[config.mk]
export PLATFORM = sky130hd
export DESIGN_NAME = prog_loader_flat
export DESIGN_NICKNAME = d
export VERILOG_FILES = /design/src/rtl/cpu_defs_pkg.sv /design/src/rtl/prog_loader_if.sv /design/src/rtl/loader_timer.sv /design/src/rtl/prog_loader.sv /design/src/flat_wrapper.sv
export SDC_FILE = /design/constraint.sdc
export NUM_CORES = 1
export LEC_CHECK = 0
export CORE_MARGIN = 2
export CORE_UTILIZATION = 50
export CTS_BUF_LIST = sky130_fd_sc_hd__clkbuf_4
export DETAILED_ROUTE_END_ITERATION = 16
export PLACE_DENSITY = 0.75
export SLEW_MARGIN = 20
export SYNTH_ARGS = -nofsm -noshare
export SYNTH_HDL_FRONTEND = slang
export SYNTH_SLANG_ARGS = --single-unit
[constraint.sdc]
create_clock -name clock -period 3.75 [get_ports clock]
set_input_delay 0.75 -clock clock [delete_from_list [all_inputs] [get_ports clock]]
set_output_delay 0.75 -clock clock [all_outputs]
set_load 0.01 [all_outputs]
[src/rtl/cpu_defs_pkg.sv]
// Shared definitions for the program loader: FSM state encodings,
// frame-field sizes and a state-class helper.
package cpu_defs_pkg;

  localparam logic [2:0] S_IDLE   = 3'd0;
  localparam logic [2:0] S_LEN_LO = 3'd1;
  localparam logic [2:0] S_LEN_HI = 3'd2;
  localparam logic [2:0] S_DATA   = 3'd3;
  localparam logic [2:0] S_CSUM   = 3'd4;
  localparam logic [2:0] S_DONE   = 3'd5;
  localparam logic [2:0] S_ERR    = 3'd6;

  localparam int LEN_W          = 16;
  localparam int BYTES_PER_WORD = 4;

  // States in which a frame is being received and the CPU must stay held.
  function automatic logic is_loading(input logic [2:0] s);
    return (s == S_LEN_LO) || (s == S_LEN_HI) || (s == S_DATA) || (s == S_CSUM);
  endfunction

endpackage

[src/rtl/prog_loader_if.sv]
// Byte-stream input, instruction-memory write bus and load status of the loader.
interface prog_loader_if #(
  parameter int ADDR_W = 14
);

  // byte_valid is a single-cycle strobe with no ready: the loader consumes
  // every strobe (or discards it when not loading), imem_we is a one-cycle
  // write strobe qualifying imem_addr/imem_wdata, and memory never stalls.
  logic              load_start;
  logic [7:0]        byte_in;
  logic              byte_valid;
  logic              imem_we;
  logic [ADDR_W-1:0] imem_addr;
  logic [31:0]       imem_wdata;
  logic              cpu_hold;
  logic              busy;
  logic              done;
  logic              error;

  modport master (
    output load_start, byte_in, byte_valid,
    input  imem_we, imem_addr, imem_wdata, cpu_hold, busy, done, error
  );

  modport slave (
    input  load_start, byte_in, byte_valid,
    output imem_we, imem_addr, imem_wdata, cpu_hold, busy, done, error
  );

endinterface

[src/rtl/loader_timer.sv]
// Inter-byte idle timer: expires after TIMEOUT enabled cycles without a restart.
module loader_timer #(
  parameter int TIMEOUT = 1_000_000
) (
  input  logic clock,
  input  logic reset,
  input  logic restart,
  input  logic enable,
  output logic expired
);

  localparam int CW = $clog2(TIMEOUT + 1);

  logic [CW-1:0] count;

  always_ff @(posedge clock or posedge reset) begin
    if (reset) begin
      count <= '0;
    end else if (restart || !enable) begin
      count <= '0;
    end else if (!expired) begin
      count <= count + CW'(1);
    end
  end

  // Fires on the TIMEOUT-th idle edge after the last restart.
  assign expired = enable && !restart && (count == CW'(TIMEOUT - 1));

endmodule

[src/rtl/prog_loader.sv]
// Program loader: receives a length-prefixed, checksummed byte frame and
// writes it word by word into instruction memory while holding the CPU.
module prog_loader
  import cpu_defs_pkg::*;
#(
  parameter int ADDR_W  = 14,
  parameter int TIMEOUT = 1_000_000
) (
  input  logic          clock,
  input  logic          reset,
  prog_loader_if.slave  bus,
  output logic [2:0]    state_dbg
);

  logic [2:0]       state;
  logic [7:0]       len_lo;
  logic [LEN_W-1:0] word_total;
  logic [ADDR_W:0]  word_cnt;
  logic [1:0]       byte_cnt;
  logic [31:0]      shreg;
  logic [7:0]       csum;
  logic             loading;
  logic             byte_take;
  logic             expired;
  logic [LEN_W-1:0] len_n;
  logic [31:0]      shreg_next;

  assign loading    = is_loading(state);
  assign byte_take  = loading && bus.byte_valid;
  assign len_n      = {bus.byte_in, len_lo};
  assign shreg_next = {bus.byte_in, shreg[31:8]};

  loader_timer #(.TIMEOUT(TIMEOUT)) u_timer (
    .clock   (clock),
    .reset   (reset),
    .restart (byte_take),
    .enable  (loading),
    .expired (expired)
  );

  always_ff @(posedge clock or posedge reset) begin
    if (reset) begin
      state         <= S_IDLE;
      len_lo        <= '0;
      word_total    <= '0;
      word_cnt      <= '0;
      byte_cnt      <= '0;
      shreg         <= '0;
      csum          <= '0;
      bus.imem_we   <= 1'b0;
      bus.imem_addr <= '0;
    end else begin
      bus.imem_we <= 1'b0;
      if (expired) begin
        state <= S_ERR;
      end else begin
        case (state)
          S_IDLE, S_DONE, S_ERR: begin
            if (bus.load_start) begin
              state <= S_LEN_LO;
              csum  <= '0;
            end
          end
          S_LEN_LO: begin
            if (bus.byte_valid) begin
              len_lo <= bus.byte_in;
              csum   <= csum ^ bus.byte_in;
              state  <= S_LEN_HI;
            end
          end
          S_LEN_HI: begin
            if (bus.byte_valid) begin
              csum       <= csum ^ bus.byte_in;
              word_total <= len_n;
              word_cnt   <= '0;
              byte_cnt   <= '0;
              // The word count may equal the memory size but never exceed it.
              if ({16'd0, len_n} > (32'd1 << ADDR_W)) begin
                state <= S_ERR;
              end else if (len_n == '0) begin
                state <= S_CSUM;
              end else begin
                state <= S_DATA;
              end
            end
          end
          S_DATA: begin
            if (bus.byte_valid) begin
              csum     <= csum ^ bus.byte_in;
              shreg    <= shreg_next;
              byte_cnt <= byte_cnt + 2'd1;
              if (byte_cnt == 2'(BYTES_PER_WORD - 1)) begin
                bus.imem_we   <= 1'b1;
                bus.imem_addr <= word_cnt[ADDR_W-1:0];
                word_cnt      <= word_cnt + (ADDR_W+1)'(1);
                if ((32'(word_cnt) + 32'd1) == {16'd0, word_total}) begin
                  state <= S_CSUM;
                end
              end
            end
          end
          S_CSUM: begin
            if (bus.byte_valid) begin
              state <= (bus.byte_in == csum) ? S_DONE : S_ERR;
            end
          end
          default: state <= S_IDLE;
        endcase
      end
    end
  end

  // After the fourth byte the shift register holds the finished word.
  assign bus.imem_wdata = shreg;
  assign bus.busy       = loading;
  assign bus.cpu_hold   = loading;
  assign bus.done       = (state == S_DONE);
  assign bus.error      = (state == S_ERR);
  assign state_dbg      = state;

endmodule

[src/flat_wrapper.sv]
// flat-port wrapper written by rule: the top's interface ports become plain ports
module prog_loader_flat import cpu_defs_pkg::*;
#(
  parameter int ADDR_W  = 14,
  parameter int TIMEOUT = 1_000_000
)
  (clock, reset, state_dbg, bus_load_start, bus_byte_in, bus_byte_valid, bus_imem_we, bus_imem_addr, bus_imem_wdata, bus_cpu_hold, bus_busy, bus_done, bus_error);
  prog_loader_if #(.ADDR_W(ADDR_W)) bus_i ();
  input  logic clock;
  input  logic reset;
  output logic [2:0] state_dbg;
  input wire logic [$bits(bus_i.load_start)-1:0] bus_load_start;
  input wire logic [$bits(bus_i.byte_in)-1:0] bus_byte_in;
  input wire logic [$bits(bus_i.byte_valid)-1:0] bus_byte_valid;
  output wire logic [$bits(bus_i.imem_we)-1:0] bus_imem_we;
  output wire logic [$bits(bus_i.imem_addr)-1:0] bus_imem_addr;
  output wire logic [$bits(bus_i.imem_wdata)-1:0] bus_imem_wdata;
  output wire logic [$bits(bus_i.cpu_hold)-1:0] bus_cpu_hold;
  output wire logic [$bits(bus_i.busy)-1:0] bus_busy;
  output wire logic [$bits(bus_i.done)-1:0] bus_done;
  output wire logic [$bits(bus_i.error)-1:0] bus_error;
  assign bus_i.load_start = bus_load_start;
  assign bus_i.byte_in = bus_byte_in;
  assign bus_i.byte_valid = bus_byte_valid;
  assign bus_imem_we = bus_i.imem_we;
  assign bus_imem_addr = bus_i.imem_addr;
  assign bus_imem_wdata = bus_i.imem_wdata;
  assign bus_cpu_hold = bus_i.cpu_hold;
  assign bus_busy = bus_i.busy;
  assign bus_done = bus_i.done;
  assign bus_error = bus_i.error;
  prog_loader #(.ADDR_W(ADDR_W), .TIMEOUT(TIMEOUT)) u_core (.clock(clock), .reset(reset), .bus(bus_i), .state_dbg(state_dbg));
endmodule
Yosys cells after proc, flatten, opt, wreduce, memory -nomap -nowiden
Index checks and enable logic that the tools add are counted.
Storage, ports and cells
  bits in registers: 119
  input port bits: 12
  word-level logic and storage cells: 91
Operators by class
  add/sub/neg operators: 4
  $lt $le $gt $ge: 1
  equal/unequal tests: 23
  mux-type cells: 28
  bitwise operators: 2
  reductions and logical operators: 23
Operator list (number)
  $mux W15: 3
  $mux W20: 2
  $eq A32 B16 Y1: 1
  $mux W3: 10
  $pmux W15 S2: 1
  $ne A3 B2 Y1 const B: 7
  $add A20 B1 Y20 const B: 1
  $eq A20 B20 Y1 const B: 1
  $add A15 B1 Y16 const B: 1
  $gt A16 B15 Y1 const B: 1
  $logic_not A16 Y1: 1
  $mux W8: 2
  $pmux W8 S2: 1
  $add A15 B1 Y15 const B: 1
  $pmux W3 S5: 1
  $reduce_and A4 Y1: 3
  $ne A2 B2 Y1 const B: 5
  $eq A3 B3 Y1 const B: 3
  $reduce_and A3 Y1: 3
  $eq A8 B8 Y1: 1
  $xor A8 B8 Y8: 1
  $reduce_and A7 Y1: 1
  $eq A3 B2 Y1 const B: 2
  $mux W2: 3
  other kinds (14): 25

Depth between registers and ports, before layout
  depth in word-level cells: 10
  gate-level depth with buffers: 11

Hierarchy
A second synthesis with hierarchy kept.
Second synthesis, totals
  cells, all modules: 562
  area total of the unflattened synthesis: 5879.4 µm²
By module, submodules not included
  prog_loader: times used 1, cells each 452, area each 4833.4 µm²
  loader_timer: times used 1, cells each 110, area each 1046.0 µm²

Worst setup path after synthesis
OpenSTA, ideal clock, no wires.
  path kind: register -> register
  start: register u_core.state[1], in the netlist u_core.state_dbg[1]
  end: register u_core.word_total[8]
  arrival time: 1.932 ns
  data required time: 3.625 ns
  slack: 1.693 ns
  stages on the path, launching flop included: 8
  buffers on the path: 3
  period minus slack after synthesis: 2.057 ns
  cells stage by stage: dfrtp_1 > buf_2 > nor2b_1 > clkbuf_1 > nand2_1 > nor2_1 > buf_2 > mux2_2
Between the ends
  longest elaborated chain between the ends: 10
  elaborated cells on any way between the ends: 13
  those cells by class: 4 x eq/ne; 1 x bitwise; 8 x reduce/logical
Ends and longest elaborated chain
  start: declaration: RTL line prog_loader.sv:15  | logic [2:0] state;
  start signal: assignment: RTL line prog_loader.sv:104  | state <= (bus.byte_in == csum) ? S_DONE : S_ERR;
  $eq A3 B1 Y1 / $eq A3 B2 Y1 (equally long branches): RTL line cpu_defs_pkg.sv:18, prog_loader.sv:57
  $logic_or A1 B1 Y1 (3 in a row): RTL line cpu_defs_pkg.sv:18  | return (s == S_LEN_LO) || (s == S_LEN_HI) || (s == S_DATA) || (s == S_CSUM);
  $logic_and A1 B1 Y1: RTL line prog_loader.sv:29  | assign byte_take = loading && bus.byte_valid;
  $logic_not A1 Y1: RTL line loader_timer.sv:27  | assign expired = enable && !restart && (count == CW'(TIMEOUT - 1));
  $logic_and A1 B1 Y1 (2 in a row): RTL line loader_timer.sv:27
  $not A1 Y1 (no line)
  $reduce_and A3 Y1 (no line) *
  end signal: assignment: RTL line prog_loader.sv:74  | word_total <= len_n;
  end: declaration: RTL line prog_loader.sv:17  | logic [LEN_W-1:0] word_total;
Mark *: on every way between the ends. The rest lies on a longest branch, timed or not.
A chain may end at the register's enable or synchronous reset.

Final worst setup path
  start: register u_core.state[0], in the netlist u_core.state_dbg[0]
  end: output bus_cpu_hold
Between the ends
  longest elaborated chain between the ends: 4
  elaborated cells on any way between the ends: 7
  those cells by class: 4 x eq/ne; 3 x reduce/logical
Ends and longest elaborated chain
  $eq A3 B1 Y1 / $eq A3 B2 Y1 (equally long branches): RTL line cpu_defs_pkg.sv:18
  $logic_or A1 B1 Y1 (2 in a row): RTL line cpu_defs_pkg.sv:18
  $logic_or A1 B1 Y1 *: RTL line cpu_defs_pkg.sv:18
  end: declaration: RTL line flat_wrapper.sv:18  | output wire logic [$bits(bus_i.cpu_hold)-1:0] bus_cpu_hold;
Marks and branches as above.

==> metrics.md <==
| Metric | Value |
|---|---|
| Sw Share | 34.6% |
| Power Dens Cells | 676 mW/mm2 |
| Total placed cells including tap cells | 736 |
| DRT Pass-1 Iters | 6 |
| WP data required | 3.00 ns |
| Comb pwr share | 37.4% |
| Clock share of power | 19.1% |
| Worst hold path type | in2async |
| Crit path max-delay family | flip-flops |
| Core Box Area | 0.0114 mm2 |
| Clk Latency, worst-skew pair | 0.54 ns |
| Peak per-stage delay on the critical path | 0.74 ns |
| Most area-consuming cells after synthesis | dfrtp_1, mux2_2, nand2_1 |
| Tcrit/Tclk final | 82.6% |
| Syn avg cell area | 10.5 um2 |
| Setup crit start kind | register |
| Detailed Route Iter0 Violations | 311 |
| Antenna Violating Nets Remaining | 0 |
| Most common cell in the netlist | dfrtp_1 |
| Post-Synth Simple-Gate Area | 18.0% |
| Post-synth EDFFs | 0 |
| Post-route DRC | 0 |
| Reg power frac | 43.5% |
| Vias per inst | 5.54 |
| Worst vdd ir | 0.530 mV |
| Filler cells | 989 |
| Buf+Inv Stages, Crit Path | 1 |
| Share of layout cells above drive strength 1 | 16.8% |
| Register area | 0.00298 mm2 |
| R2R Setup Slk | 1.13 ns |
| Leading area contributor after synthesis | dfrtp_1 |
| Int Power | 0.00302 W |
| Status | completed |
| Vias in the first global route | 4202 |
| Clock tree buffer depth | 2 |
| Critical Path, Cell by Cell | nor2_1 -> xnor2_1 -> clkdlybuf4s50_1 |
| CTS sink cnt | 119 |
| All-Layer GR Usage | 20.6% |
| Placer Congestion | 0.830 |
| Highest clock rate | 0.323 GHz |
| Yosys warns | 0 |
| Synth top cells by count | dfrtp_1, nand2_1, mux2_2, o21ai_0, nor2_1 |
| Slew Viols, Final | 0 |
| Switch Pwr | 0.00159 W |
| CP Max Fanout | 20 |
| Fin cells | 769 |
| Complex-gate fraction of the synthesized area | 8.76% |
| CTS tree | yes |
| Post-Synth Adder-Cell Area | 0.644% |
| Synth Register Bits | 119 |
| Unique masters post-synth | 53 |
| PostCTS Resize Cnt | 0 |
| Initial core utilization | 51.0% |
| Final Hold Viols | 0 |
| Top cell type's share of synthesized area | 51.1% |
| FFs w/ async S/R, synth | 100% |
| Area growth from synthesis to layout | 17.0% |
| Sequential share of the synthesized area | 51.1% |
| Setup tns final | 0 ns |
| Area of the multi-input gates | 0.00265 mm2 |
| Htree depth | 4 |
| Total grt overflow | 0 |
| Largest net degree at the start of global routing | 62 |
| CTS clk-pin slew, worst paths | 0.11 ns |
| Crit path DAT | 2.35 ns |
| Setup bufs post-CTS | 0 |
| Worst slew margin | 48.8% |
| Die area | 0.0125 mm2 |
| First-pass GRT wire length | 20500 um |
| RSZ-0062 raised after global routing | false |
| Syn Std Cell Area | 0.00583 mm2 |
| Synth Net Count | 570 |
| IO buf count | 65 |
| Mux contribution to synthesized area | 11.5% |
| Max_cap viols | 0 |
| Final layout net count | 627 |
| Ys flop type | dfrtp_1 |
| Root Buffer | clkbuf_4 |
| Post-CTS Hold Fix Bufs | 0 |
| DR WL/cell | 15.8 um |
| Chip height | 112 um |
| Final wirelength | 12100 um |
| Period minus WS final | 3.10 ns |
| Worst-Margin Slew | 0.749 ns |
| Crit-path slowest cell | dfrtp_1 |
| Power, Total | 0.00461 W |
| Crit path capture type | output pin |
| Final setup viols | 0 |
| Crit Path Category | reg2out |
| I/O pin count | 66 |
| Via count | 4264 |
| Largest family of logic cells by synthesized area | simple AND/OR/NAND/NOR gates |
| Leak | 2.87 nW |
| Core Rows | 39 |
| Post-synthesis xor/xnor area fraction | 6.62% |
| Post-Syn Instances | 555 |
| Final HPWL DP | 8610 um |
| Setup Skew | 0.0198 ns |
| Initial antenna violation count | 1 |
| Die X | 112 um |
| TritonCTS buffer count | 17 |
-- cells in the final DEF, fill, tap and decap left out, drive strengths merged, types with 16 or more instances in the layout --
master	netlist	layout
nand4	16	16
clkdlybuf4s50	0	65
nand2	74	74
dfrtp	119	119
nor2	35	35
o21ai	40	40
mux2	56	56
xnor2	26	26
clkbuf	17	18
nand3	17	17
xor2	18	18
-- stage by stage --
step | setup WS [ns] | instance area (um2) | util, % | hold WS, ns
after floorplan | 1.54 | 5830 | - | 0.443
after global placement | 1.00 | 6540 | 57.3 | 0.453
after detailed placement | 0.938 | 6540 | 57.3 | 0.466
after CTS | 0.613 | 6810 | 59.7 | 0.394
after global routing | 0.428 | 6820 | 59.7 | 0.383
final | 0.654 | 6820 | 59.7 | 0.424
-- state kept, by name (all words and copies together) (netlist names) --
register               flops
u_core.word_cnt           15
u_core.csum                8
u_core.bus.imem_wdata     32
u_core.bus.imem_we         1
u_core.len_lo              8
u_core.bus.imem_addr      14
u_core.state_dbg           3
u_core.byte_cnt            2
u_core.word_total         16
u_core.u_timer.count      20
-- worst paths after layout --
| kind | from | depth (start not counted) | to |
|---|---|---|---|
| min in group clock | u_core.bus.imem_addr[12] | 2 | u_core.bus.imem_addr[12] |
| worst max register to register | u_core.state_dbg[1] | 8 | u_core.word_cnt[11] |
| worst min-delay path | reset | 2 | u_core.bus.imem_wdata[0] |
| worst max-delay path | u_core.state_dbg[0] | 3 | bus_cpu_hold |
| worst min register to register | u_core.bus.imem_addr[12] | 2 | u_core.bus.imem_addr[12] |
| max in group asynchronous | reset | 3 | u_core.word_total[1] |
-- kinds of logic (layout without fill, tap and decap cells) --
kind of cell    after synthesis  after routing
mux                          60             60
simple gates                208            208
other cells                   0              1
flops                       119            119
compound gates               79             79
xor+xnor                     44             44
fa+ha+maj                     3              3
buf+inv                      42            112
-- layer usage --
layer	global-route usage [%]	share of wire (%)	wire length, um	vias to the layer above
met2	32.3	49	5910	78
met4	6.67	1.4	172	0
met5	0	0	0	-
met3	5.82	4.0	485	15
li1	-	-	-	2063
met1	27.9	46	5570	2108
-- power groups by stage --
stage / clock network (W) / registers, W / logic, W
after floorplan: 0 / 0.00198 / 0.00108
after global placement: 0 / 0.00200 / 0.00168
after detailed placement: 0 / 0.00203 / 0.00174
after CTS: 0.000895 / 0.00201 / 0.00175
after global routing: 0.000964 / 0.00206 / 0.00187
final: 0.000878 / 0.00201 / 0.00173
-- layout make-up --
class,instances,share of cell area [%]
clock buffer,18,1.98
sequential,119,43.7
timing repair buffer,71,10.2
clock inverter,14,1.98
multi-input combinational,394,38.9
tap,143,2.62
antenna,1,0.0367
inverter,9,0.551
Note: power is estimated with default switching activity, not from simulation.
